## config.mk

```make
export PLATFORM = sky130hd
export DESIGN_NAME = ring_ni_tx_flat
export DESIGN_NICKNAME = d
export VERILOG_FILES = /design/src/rtl/ring_ni_tx_if.sv /design/src/rtl/ring_ni_tx.sv /design/src/flat_wrapper.sv
export SDC_FILE = /design/constraint.sdc
export NUM_CORES = 1
export LEC_CHECK = 0
export CORE_ASPECT_RATIO = 1.1
export CORE_UTILIZATION = 37
export DETAILED_ROUTE_END_ITERATION = 7
export PLACE_DENSITY = 0.61
export SYNTH_ARGS = -nofsm -noshare
export SYNTH_HDL_FRONTEND = slang
export SYNTH_SLANG_ARGS = --single-unit
```

## constraint.sdc

```tcl
create_clock -name clk -period 2.2 [get_ports clk]
set_input_delay 0.33 -clock clk [delete_from_list [all_inputs] [get_ports clk]]
set_output_delay 0.33 -clock clk [all_outputs]
set_load 0.02 [all_outputs]
```

## src/rtl/ring_ni_tx_if.sv

```systemverilog
// Core-request and router-injection signals of the ring network-interface transmitter.
interface ring_ni_tx_if #(
    parameter int unsigned PLD_BYTES = 4
);
    logic                   req_valid;
    logic                   req_ready;
    logic [1:0]             req_dst;
    logic [8*PLD_BYTES-1:0] req_data;
    logic                   fifo_full;
    logic [7:0]             flit_out;
    logic                   flit_wr;

    // Transmitter side: takes core requests, drives flits into the router FIFO.
    modport master (
        input  req_valid, req_dst, req_data, fifo_full,
        output req_ready, flit_out, flit_wr
    );

    // Environment side: the local core plus the router input FIFO.
    modport slave (
        output req_valid, req_dst, req_data, fifo_full,
        input  req_ready, flit_out, flit_wr
    );
endinterface

```

## src/rtl/ring_ni_tx.sv

```systemverilog
// Ring node transmitter: packetizes {dst, payload} messages into one header flit
// followed by PLD_BYTES body flits (LSB byte first) and injects them into the router FIFO.
module ring_ni_tx #(
    parameter int unsigned NODE_ID   = 0,
    parameter int unsigned NUM_NODES = 3,
    parameter int unsigned PLD_BYTES = 4
) (
    input  logic                clk,
    input  logic                rst_n,
    ring_ni_tx_if.master        bus,
    output logic                err_dst,
    output logic                busy,
    output logic [15:0]         pkt_cnt
);
    localparam int unsigned IDX_W  = 4;
    localparam int unsigned DATA_W = 8 * PLD_BYTES;

    typedef enum logic [1:0] {
        IDLE = 2'd0,
        HDR  = 2'd1,
        BODY = 2'd2
    } state_t;

    state_t              state;
    logic [1:0]          dst_q;
    logic [DATA_W-1:0]   data_q;
    logic [IDX_W-1:0]    idx_q;

    logic                last_c;
    logic                wr_c;
    logic                ready_c;
    logic                legal_c;
    logic [7:0]          header_c;
    logic [7:0]          body_c;

    // Flit selection and handshakes, all derived from registered state and fifo_full.
    assign last_c   = (idx_q == IDX_W'(PLD_BYTES - 1));
    assign wr_c     = ((state == HDR) || (state == BODY)) && !bus.fifo_full;
    assign ready_c  = (state == IDLE) || ((state == BODY) && last_c && !bus.fifo_full);
    assign legal_c  = ({1'b0, bus.req_dst} < 3'(NUM_NODES));
    assign header_c = {dst_q, 2'(NODE_ID), 4'(PLD_BYTES)};
    assign body_c   = 8'(data_q >> {idx_q, 3'b000});

    assign bus.flit_wr   = wr_c;
    assign bus.req_ready = ready_c;
    assign bus.flit_out  = (state == HDR)  ? header_c :
                           (state == BODY) ? body_c   : 8'h00;
    assign busy          = (state != IDLE);

    // Packet sequencer: message latch, byte index, drop pulse and packet counter.
    always_ff @(posedge clk or negedge rst_n) begin
        if (!rst_n) begin
            state   <= IDLE;
            dst_q   <= 2'd0;
            data_q  <= '0;
            idx_q   <= '0;
            err_dst <= 1'b0;
            pkt_cnt <= 16'd0;
        end else begin
            err_dst <= 1'b0;
            case (state)
                IDLE: begin
                    if (bus.req_valid) begin
                        if (legal_c) begin
                            dst_q  <= bus.req_dst;
                            data_q <= bus.req_data;
                            state  <= HDR;
                        end else begin
                            err_dst <= 1'b1;
                        end
                    end
                end
                HDR: begin
                    if (!bus.fifo_full) begin
                        idx_q <= '0;
                        state <= BODY;
                    end
                end
                BODY: begin
                    if (!bus.fifo_full) begin
                        if (last_c) begin
                            pkt_cnt <= pkt_cnt + 16'd1;
                            idx_q   <= '0;
                            state   <= IDLE;
                            // Back-to-back message accepted on the final body write.
                            if (bus.req_valid) begin
                                if (legal_c) begin
                                    dst_q  <= bus.req_dst;
                                    data_q <= bus.req_data;
                                    state  <= HDR;
                                end else begin
                                    err_dst <= 1'b1;
                                end
                            end
                        end else begin
                            idx_q <= idx_q + IDX_W'(1);
                        end
                    end
                end
                default: state <= IDLE;
            endcase
        end
    end
endmodule

```

## src/flat_wrapper.sv

```systemverilog
// flat-port wrapper written by rule: the top's interface ports become plain ports
module ring_ni_tx_flat 
#(
    parameter int unsigned NODE_ID   = 0,
    parameter int unsigned NUM_NODES = 3,
    parameter int unsigned PLD_BYTES = 4
)
  (clk, rst_n, err_dst, busy, pkt_cnt, bus_req_valid, bus_req_dst, bus_req_data, bus_fifo_full, bus_req_ready, bus_flit_out, bus_flit_wr);
  ring_ni_tx_if #(.PLD_BYTES(PLD_BYTES)) bus_i ();
  input  logic clk;
  input  logic rst_n;
  output logic err_dst;
  output logic busy;
  output logic [15:0] pkt_cnt;
  input wire logic [$bits(bus_i.req_valid)-1:0] bus_req_valid;
  input wire logic [$bits(bus_i.req_dst)-1:0] bus_req_dst;
  input wire logic [$bits(bus_i.req_data)-1:0] bus_req_data;
  input wire logic [$bits(bus_i.fifo_full)-1:0] bus_fifo_full;
  output wire logic [$bits(bus_i.req_ready)-1:0] bus_req_ready;
  output wire logic [$bits(bus_i.flit_out)-1:0] bus_flit_out;
  output wire logic [$bits(bus_i.flit_wr)-1:0] bus_flit_wr;
  assign bus_i.req_valid = bus_req_valid;
  assign bus_i.req_dst = bus_req_dst;
  assign bus_i.req_data = bus_req_data;
  assign bus_i.fifo_full = bus_fifo_full;
  assign bus_req_ready = bus_i.req_ready;
  assign bus_flit_out = bus_i.flit_out;
  assign bus_flit_wr = bus_i.flit_wr;
  ring_ni_tx #(.NODE_ID(NODE_ID), .NUM_NODES(NUM_NODES), .PLD_BYTES(PLD_BYTES)) u_core (.clk(clk), .rst_n(rst_n), .bus(bus_i), .err_dst(err_dst), .busy(busy), .pkt_cnt(pkt_cnt));
endmodule
```

# After elaboration in Yosys (flattened, before gate mapping)
# Cells that the tools add are included.
[totals]
reg_bits = 57
output_inout_bits = 28
[op_classes]
n_eq_ne = 8
add_sub_neg = 2
magnitude_cmp = 1
bitwise = 1
n_reduce_logical = 14
muxes = 29
shifts = 1
[ops]
columns = ["cell", "count"]
rows = [
  ["$mux 32", 4],
  ["$pmux 32 s2", 1],
  ["$shr 32x7->8", 1],
  ["$mux 2", 10],
  ["$add 16x1->16 const B", 1],
  ["$mux 8", 2],
  ["$mux 4", 3],
  ["$reduce_and 3->1", 3],
  ["$pmux 4 s2", 1],
  ["$ne 2x2->1 const B", 3],
  ["$pmux 2 s3", 1],
  ["$reduce_bool 2->1", 3],
  ["$mux 1", 5],
  ["$reduce_and 5->1", 1],
  ["$add 4x1->4 const B", 1],
  ["$eq 4x2->1 const B", 1],
  ["$ne 2x1->1 const B", 2],
  ["$pmux 2 s2", 1],
  ["$logic_and 1x1->1", 3],
  ["$eq 2x1->1 const B", 1],
  ["$eq 2x2->1 const B", 1],
  ["$logic_not 2->1", 1],
  ["$logic_or 1x1->1", 2],
  ["$lt 2x2->1 const B", 1],
  ["other kinds (3)", 3],
]

# Logic depth before layout (Yosys ltp)
# Gate-level depths: netlist (run 1).
[depth]
depth_word = 6
ltp_mapped = 8

# Worst setup path after synthesis (run 1)
# No wires, ideal clock.
[synth_path]
path_type = "register -> output"
from = "register u_core.state[0]"
to = "output port bus_flit_out[6]"
t_required_ns = 1.870
path_stages_with_launch = 7
arrival_time_ns = 1.898
slack_ns = -0.028
path_cell_list = "dfrtp_1 inv_1 ha_1 clkbuf_1 nand2b_1 or3_1 o21ai_0"
[synth_via]
elab_chain_len = 3
word_cells_on_any_way = 4
[synth_rtl]
columns = ["element", "line", "source"]
rows = [
  ["start, declared", "ring_ni_tx.sv:24", "state_t state;"],
  ["start signal, assigned", "ring_ni_tx.sv:53", "state <= IDLE;"],
  ["start signal, assigned", "ring_ni_tx.sv:67", "state <= HDR;"],
  ["start signal, assigned", "ring_ni_tx.sv:76", "state <= BODY;"],
  ["$eq 2x2->1", "ring_ni_tx.sv:47", "(state == BODY) ? body_c : 8'h00;"],
  ["$mux 8", "ring_ni_tx.sv:47", ""],
  ["$mux 8 (*)", "ring_ni_tx.sv:46", "assign bus.flit_out = (state == HDR) ? header_c :"],
  ["end, declared", "flat_wrapper.sv:20", "output wire logic [$bits(bus_i.flit_out)-1:0] bus_flit_out;"],
]
# Mark *: on every way between the ends. The rest lies on a longest branch, timed or not.

# Worst setup path after layout (run 1)
# Ends and elaborated chain as after synthesis.

==> results.yml, run 1 <==
outcome:
  status: "finished with violations"
  violations: "DRC"
grt:
  grt_overflow: 0
  grt_max_degree: 23
  grt_usage_pct: 15.61
  antenna_found_initial: 0
  grt_pass1_vias: 1963
  grt_first_pass_wirelength_um: 9246
critical_path:
  worstSetupEndpointType: "output pin"
  worstSetupPathType: "reg2out"
  critical_path.top_delay_family: "flip-flops"
  worstPathArrival_ns: 1.80
  path_cells: "buf_6 -> ha_4 -> or3_4 -> o21ai_1 -> buf_2"
  max_stage_delay_ns: 0.40
  worst_ep_required_time_ns: 1.87
  critPathSlowestCell: "dfrtp_1"
  crit_path_start_kind: "flip-flop"
  worstPathMaxFanout: 5
  worst-path-buf-inv: 2
cts:
  numCtsBuffers: 9
  cts_root_buffer: "clkbuf_8"
  clock_latency_ns: 0.33
  cts_tree: "yes"
  clk_pin_slew_worst_paths_ns: 0.06
  h-tree-depth: 3
  clockBufferDepth: 2
  clock-sinks: 57
timing:
  setup_viol: 0
  drv_slew: 0
  final-hold-violation-count: 0
  worst_pin_slew_ns: 0.5129
  fin_skew_ns: 0.009987
  period_needed_ns: 2.126
  max_freq_mhz: 470.3
  slew_headroom_pct: 65.81
  period_share_pct: 96.65
  holdWs_ns: 0.4674
synth:
  syn_avg_cell_area_um2: 13.07
  yosysWarnings: 0
  yosysTopAreaCellShare_pct: 52.22
  synthTopCellsByArea: "dfrtp_1, mux2_2, mux4_2, xnor2_1, ha_1"
  synth_top_cells_by_count: "dfrtp_1, mux2_2, nand2_1"
  syn_area_um2: 2731
  synthArstFlopShare_pct: 100.0
  synth.most_common_cell: "dfrtp_1"
  synth_flop_cell: "dfrtp_1"
  yosys.area.top_type: "dfrtp_1"
  synth_enable_flop_cells: 0
  synth.net_count: 253
  yosysUniqueCellTypes: 38
  ys_ff_latch: 57
  synth_cells: 209
  synth-seq-area-share_pct: 52.22
layout:
  fillers: 613
  layout-drive-gt1-share_pct: 34.73
  instances_no_fill: 396
  fin_util_pct: 55.38
  diodes: 0
  nNetsFinal: 350
  areaGrowthSynthToFinish_pct: 43.70
  final_area_um2: 3925
detailed_routing:
  wl_per_cell_um: 13.96
  drcViolationCount: 8
  wl_met1_um: 2654
  wl_met2_um: 2523
  routed_wl_um: 5527
  drt_iter0_drc: 51
  top_layer: "met4"
  postRouteAntennaNets: 0
  post_drt_via_cell_ratio: 4.904
  route.met3.wl_um: 247
  num_vias: 1942
  dr.pass1.iters: 6
die:
  start_util_pct: 38.54
  dieArea_um2: 7730
  die_width_um: 83.92
  pin_count: 66
  fp-row-count: 32
  fp.dieH_um: 92.11
  core_area_um2: 7087
power:
  pwr_density_cell_nw_per_um2: 1159
  vdd_drop_max_mv: 0.8025
  clockPowerShare_pct: 23.7
  power_frac_seq_pct: 35.9
  swShare_pct: 29.91
  leakage_nw: 1.751
  p_int_mw: 3.189
  netSwitchingPower_mw: 1.361
  combPwrFrac_pct: 40.5
run:
  cap_violations: 0
placement:
  io_buffer_count: 65
  place_inst: 373
  gp_congestion: 0.7736
  place_hpwl_um: 4120
  place_area_um2: 3621
worst_hold_path:
  hp-class: "reg2reg"
==> cell usage in the layout, fill, tap and decap left out, types with 2 or more instances in the layout <==
cell / Yosys / routed
and3_1: 4 / 4
buf_12: 0 / 3
buf_2: 3 / 5
buf_4: 3 / 28
buf_6: 2 / 2
bufinv_16: 0 / 2
clkbuf_8: 0 / 10
clkdlybuf4s50_1: 0 / 53
clkinv_2: 0 / 2
dfrtp_1: 57 / 56
ha_1: 6 / 4
ha_4: 0 / 2
inv_1: 6 / 5
mux2_2: 35 / 35
mux4_2: 8 / 8
nand2_1: 18 / 18
nand2b_1: 2 / 2
nand3_1: 9 / 9
nand4_1: 2 / 2
nor2_1: 4 / 4
nor2b_1: 6 / 5
nor4_1: 2 / 2
nor4_4: 2 / 2
o21ai_0: 4 / 2
o21ai_1: 0 / 2
o31ai_1: 3 / 3
xnor2_1: 10 / 10
xor2_1: 5 / 5
==> final cells by class <==
type / count / area (µm²) / share of cell area (%)
inverters: 6 / 22.52 / 0.5738
repair buffers: 96 / 895.9 / 22.82
well taps: 85 / 106.4 / 2.710
flip-flops and latches: 57 / 1428 / 36.37
clock buffers: 11 / 141.4 / 3.602
clock inverters: 5 / 78.83 / 2.008
multi-input cells: 136 / 1252 / 31.91
==> what timing repair did <==
item | CTS | global route
endpoints found under the setup margin | 10 | 10
buffers inserted | 2 | 4
resized for setup | 43 | 11
hold buffers | 1 | 0
endpoints found under the hold margin | 20 | 0
pin swaps | 1 | 1
==> power groups by stage <==
| stage | Sequential [mW] | Combinational [mW] | Clock, mW |
|---|---|---|---|
| 3_5_place_dp | 1.65 | 1.78 | 0 |
| 5_1_grt | 1.69 | 2.00 | 1.15 |
| 3_3_place_gp | 1.64 | 1.77 | 0 |
| 2_1_floorplan | 1.60 | 1.16 | 0 |
| 4_1_cts | 1.63 | 1.78 | 1.11 |
| 6_report | 1.63 | 1.84 | 1.08 |
==> per-stage QoR <==
stage           TNS (ns)  total power [mW]  worst slack [ns]
6_report               0             4.550           0.07372
4_1_cts                0             4.512          0.004332
3_3_place_gp      -1.745             3.407           -0.1811
2_1_floorplan   -0.05564             2.758          -0.02782
5_1_grt        -0.002301             4.840         -0.001531
3_5_place_dp      -3.470             3.430           -0.1820
==> logic make-up (layout without fill, tap and decap cells) <==
family,count (synthesis),after routing,synth area share (%)
compound gates,14,14,3.482
xor+xnor,15,15,4.810
mux,43,43,21.03
flops,57,57,52.22
fa+ha+maj,6,6,2.748
simple gates,58,58,12.41
buf+inv,16,118,3.298
==> metal layers <==
layer	global-route usage, %	up-vias
met4	7.615	0
met5	0	-
met3	3.420	8
met1	20.99	932
met2	23.91	56
li1	-	946
==> registers in the layout, summed over array words and instances (netlist names) <==
register        flops
u_core.data_q      32
u_core.dst_q        2
u_core.err_dst      1
u_core.idx_q        4
u_core.pkt_cnt     16
u_core.state        2
==> final timing paths <==
path | start | slack (ns) | to | depth (start not counted)
setup / recovery | u_core.state[0] | 0.07 | bus_flit_out[6] | 5
min in group asynchronous | rst_n | 0.51 | u_core.pkt_cnt[5] | 2
max in group asynchronous | rst_n | 1.02 | u_core.state[1] | 3
setup reg to reg | u_core.idx_q[0] | 0.20 | u_core.pkt_cnt[11] | 6
hold / removal | u_core.pkt_cnt[15] | 0.47 | u_core.pkt_cnt[15] | 1
hold reg to reg | u_core.pkt_cnt[15] | 0.47 | u_core.pkt_cnt[15] | 1
Power figures use the tool's default switching activity.
==> inputs of run 2 (changes only) <==
CORE_UTILIZATION = 30   (was 37)
PLACE_DENSITY = 0.51   (was 0.61)
==> results.yml, run 2 (synthesized netlist as in run 1, its figures left out) <==
die:
  die_width_um: 92.98
  pin_count: 66
  start_util_pct: 30.94
  core_area_um2: 8828
  fp.dieH_um: 102.1
  dieArea_um2: 9490
  fp-row-count: 36
placement:
  dp_slack_ns: -0.2310
  io_buffer_count: 65
  gp_congestion: 0.6946
  place_area_um2: 3685
  place_hpwl_um: 4429
  place_inst: 404
detailed_routing:
  wl_per_cell_um: 14.53
  dr.pass1.iters: 4
  routed_wl_um: 6133
  drcViolationCount: 0
  num_vias: 1970
  postRouteAntennaNets: 0
  drt_iter0_drc: 52
  post_drt_via_cell_ratio: 4.668
layout:
  reg_top3: "u_core.data_q x32, u_core.pkt_cnt x16, u_core.idx_q x4"
  fin_util_pct: 45.25
  nNetsFinal: 349
  largest_reg_flops: 32
  instances_no_fill: 422
  layout_commonest_cell: "dfrtp_1"
  fillers: 851
  layout-drive-gt1-share_pct: 35.39
  areaGrowthSynthToFinish_pct: 46.27
  regMostFlops: "u_core.data_q"
  layout_common_cells: "dfrtp_1, clkdlybuf4s50_1, mux2_2"
  final_area_um2: 3995
  diodes: 0
critical_path:
  worstPathMaxFanout: 5
  worstSetupPathType: "reg2out"
  worstPathArrival_ns: 1.81
  path_cells: "buf_6 -> ha_4 -> or3_4 -> buf_6 -> nor2b_4 -> buf_6"
  critPathSlowestCell: "or3_4"
  max_stage_delay_ns: 0.41
  crit_path_start_kind: "flip-flop"
  path_common_cell: "buf_6"
  worstSetupEndpointType: "output pin"
  worst-path-buf-inv: 3
  worst_ep_required_time_ns: 1.87
  critical_path.top_delay_family: "simple AND/OR/NAND/NOR gates"
power:
  vdd_drop_max_mv: 0.4447
  power.total_mw: 4.566
  pwr_density_cell_nw_per_um2: 1143
  leakage_nw: 1.747
grt:
  grt_first_pass_wirelength_um: 10430
  grt_usage_pct: 14.57
  antenna_found_initial: 0
  grt_overflow: 0
  grt_pass1_vias: 2082
  grt_max_degree: 25
timing:
  rsz0062_at_grt: "yes"
  period_share_pct: 97.15
  max_freq_mhz: 467.9
  worst_pin_slew_ns: 0.5912
  final-hold-violation-count: 1
  fin_skew_ns: 0.003169
  slew_headroom_pct: 60.59
  setup_viol: 0
  final.setup.tns_ns: 0
  layout_setup_ws_ns: 0.06275
  holdWs_ns: -0.005625
  drv_slew: 0
  period_needed_ns: 2.137
run:
  cap_violations: 0
cts:
  ctsHoldBuffers: 0
  clk_pin_slew_worst_paths_ns: 0.06
  clock-sinks: 57
  cts_tree: "yes"
  h-tree-depth: 3
  clockBufferDepth: 2
  numCtsBuffers: 9
  cts_root_buffer: "clkbuf_8"
  clock_latency_ns: 0.33
outcome:
  violations: "hold timing"
  status: "finished with violations"
worst_hold_path:
  hp-class: "in2async"
-- run 2: area by class of cell --
class	count	area [µm²]	area share (%)
clock buffer	11	141.4	3.539
tap	114	142.6	3.570
inverter	6	22.52	0.5637
sequential	57	1426	35.70
clock inverter	3	42.54	1.065
multi-input combinational	136	1287	32.23
timing repair buffer	95	932.1	23.33
-- run 2: final timing paths --
kind,start,endpoint,slack [ns],depth (start not counted)
worst max register to register,u_core.idx_q[0],u_core.data_q[28],0.18,6
max in group asynchronous,rst_n,u_core.data_q[17],1.53,2
worst min-delay path,rst_n,u_core.idx_q[2],-0.006,1
worst min register to register,u_core.pkt_cnt[15],u_core.pkt_cnt[15],0.47,1
worst max-delay path,u_core.state[0],bus_flit_out[3],0.06,6
min in group clk,u_core.pkt_cnt[15],u_core.pkt_cnt[15],0.47,1
-- run 2: routing by layer --
metal	share of wire, %	GRT usage, %
met3	6.8	4.464
met2	47	22.79
met5	0	0
met4	1.7	6.746
met1	44	18.53
-- run 2: report_power, final --
group	total, mW	internal (mW)	switching (mW)
registers	1.63	1.43	0.206
clock network	0.947	0.540	0.407
logic	1.98	1.19	0.792
-- run 2: worst register-to-register path: stages (launching register included) --
cell     delay [ns]
dfrtp_1        0.41
ha_1           0.23
inv_1          0.08
o31ai_2        0.29
and3b_1        0.34
buf_12         0.20
mux2_2         0.35
-- run 2: repair_timing --
item	CTS	global route
buffers inserted	3	1
endpoints found under the setup margin	10	43
pin swaps	1	1
resized for setup	46	25
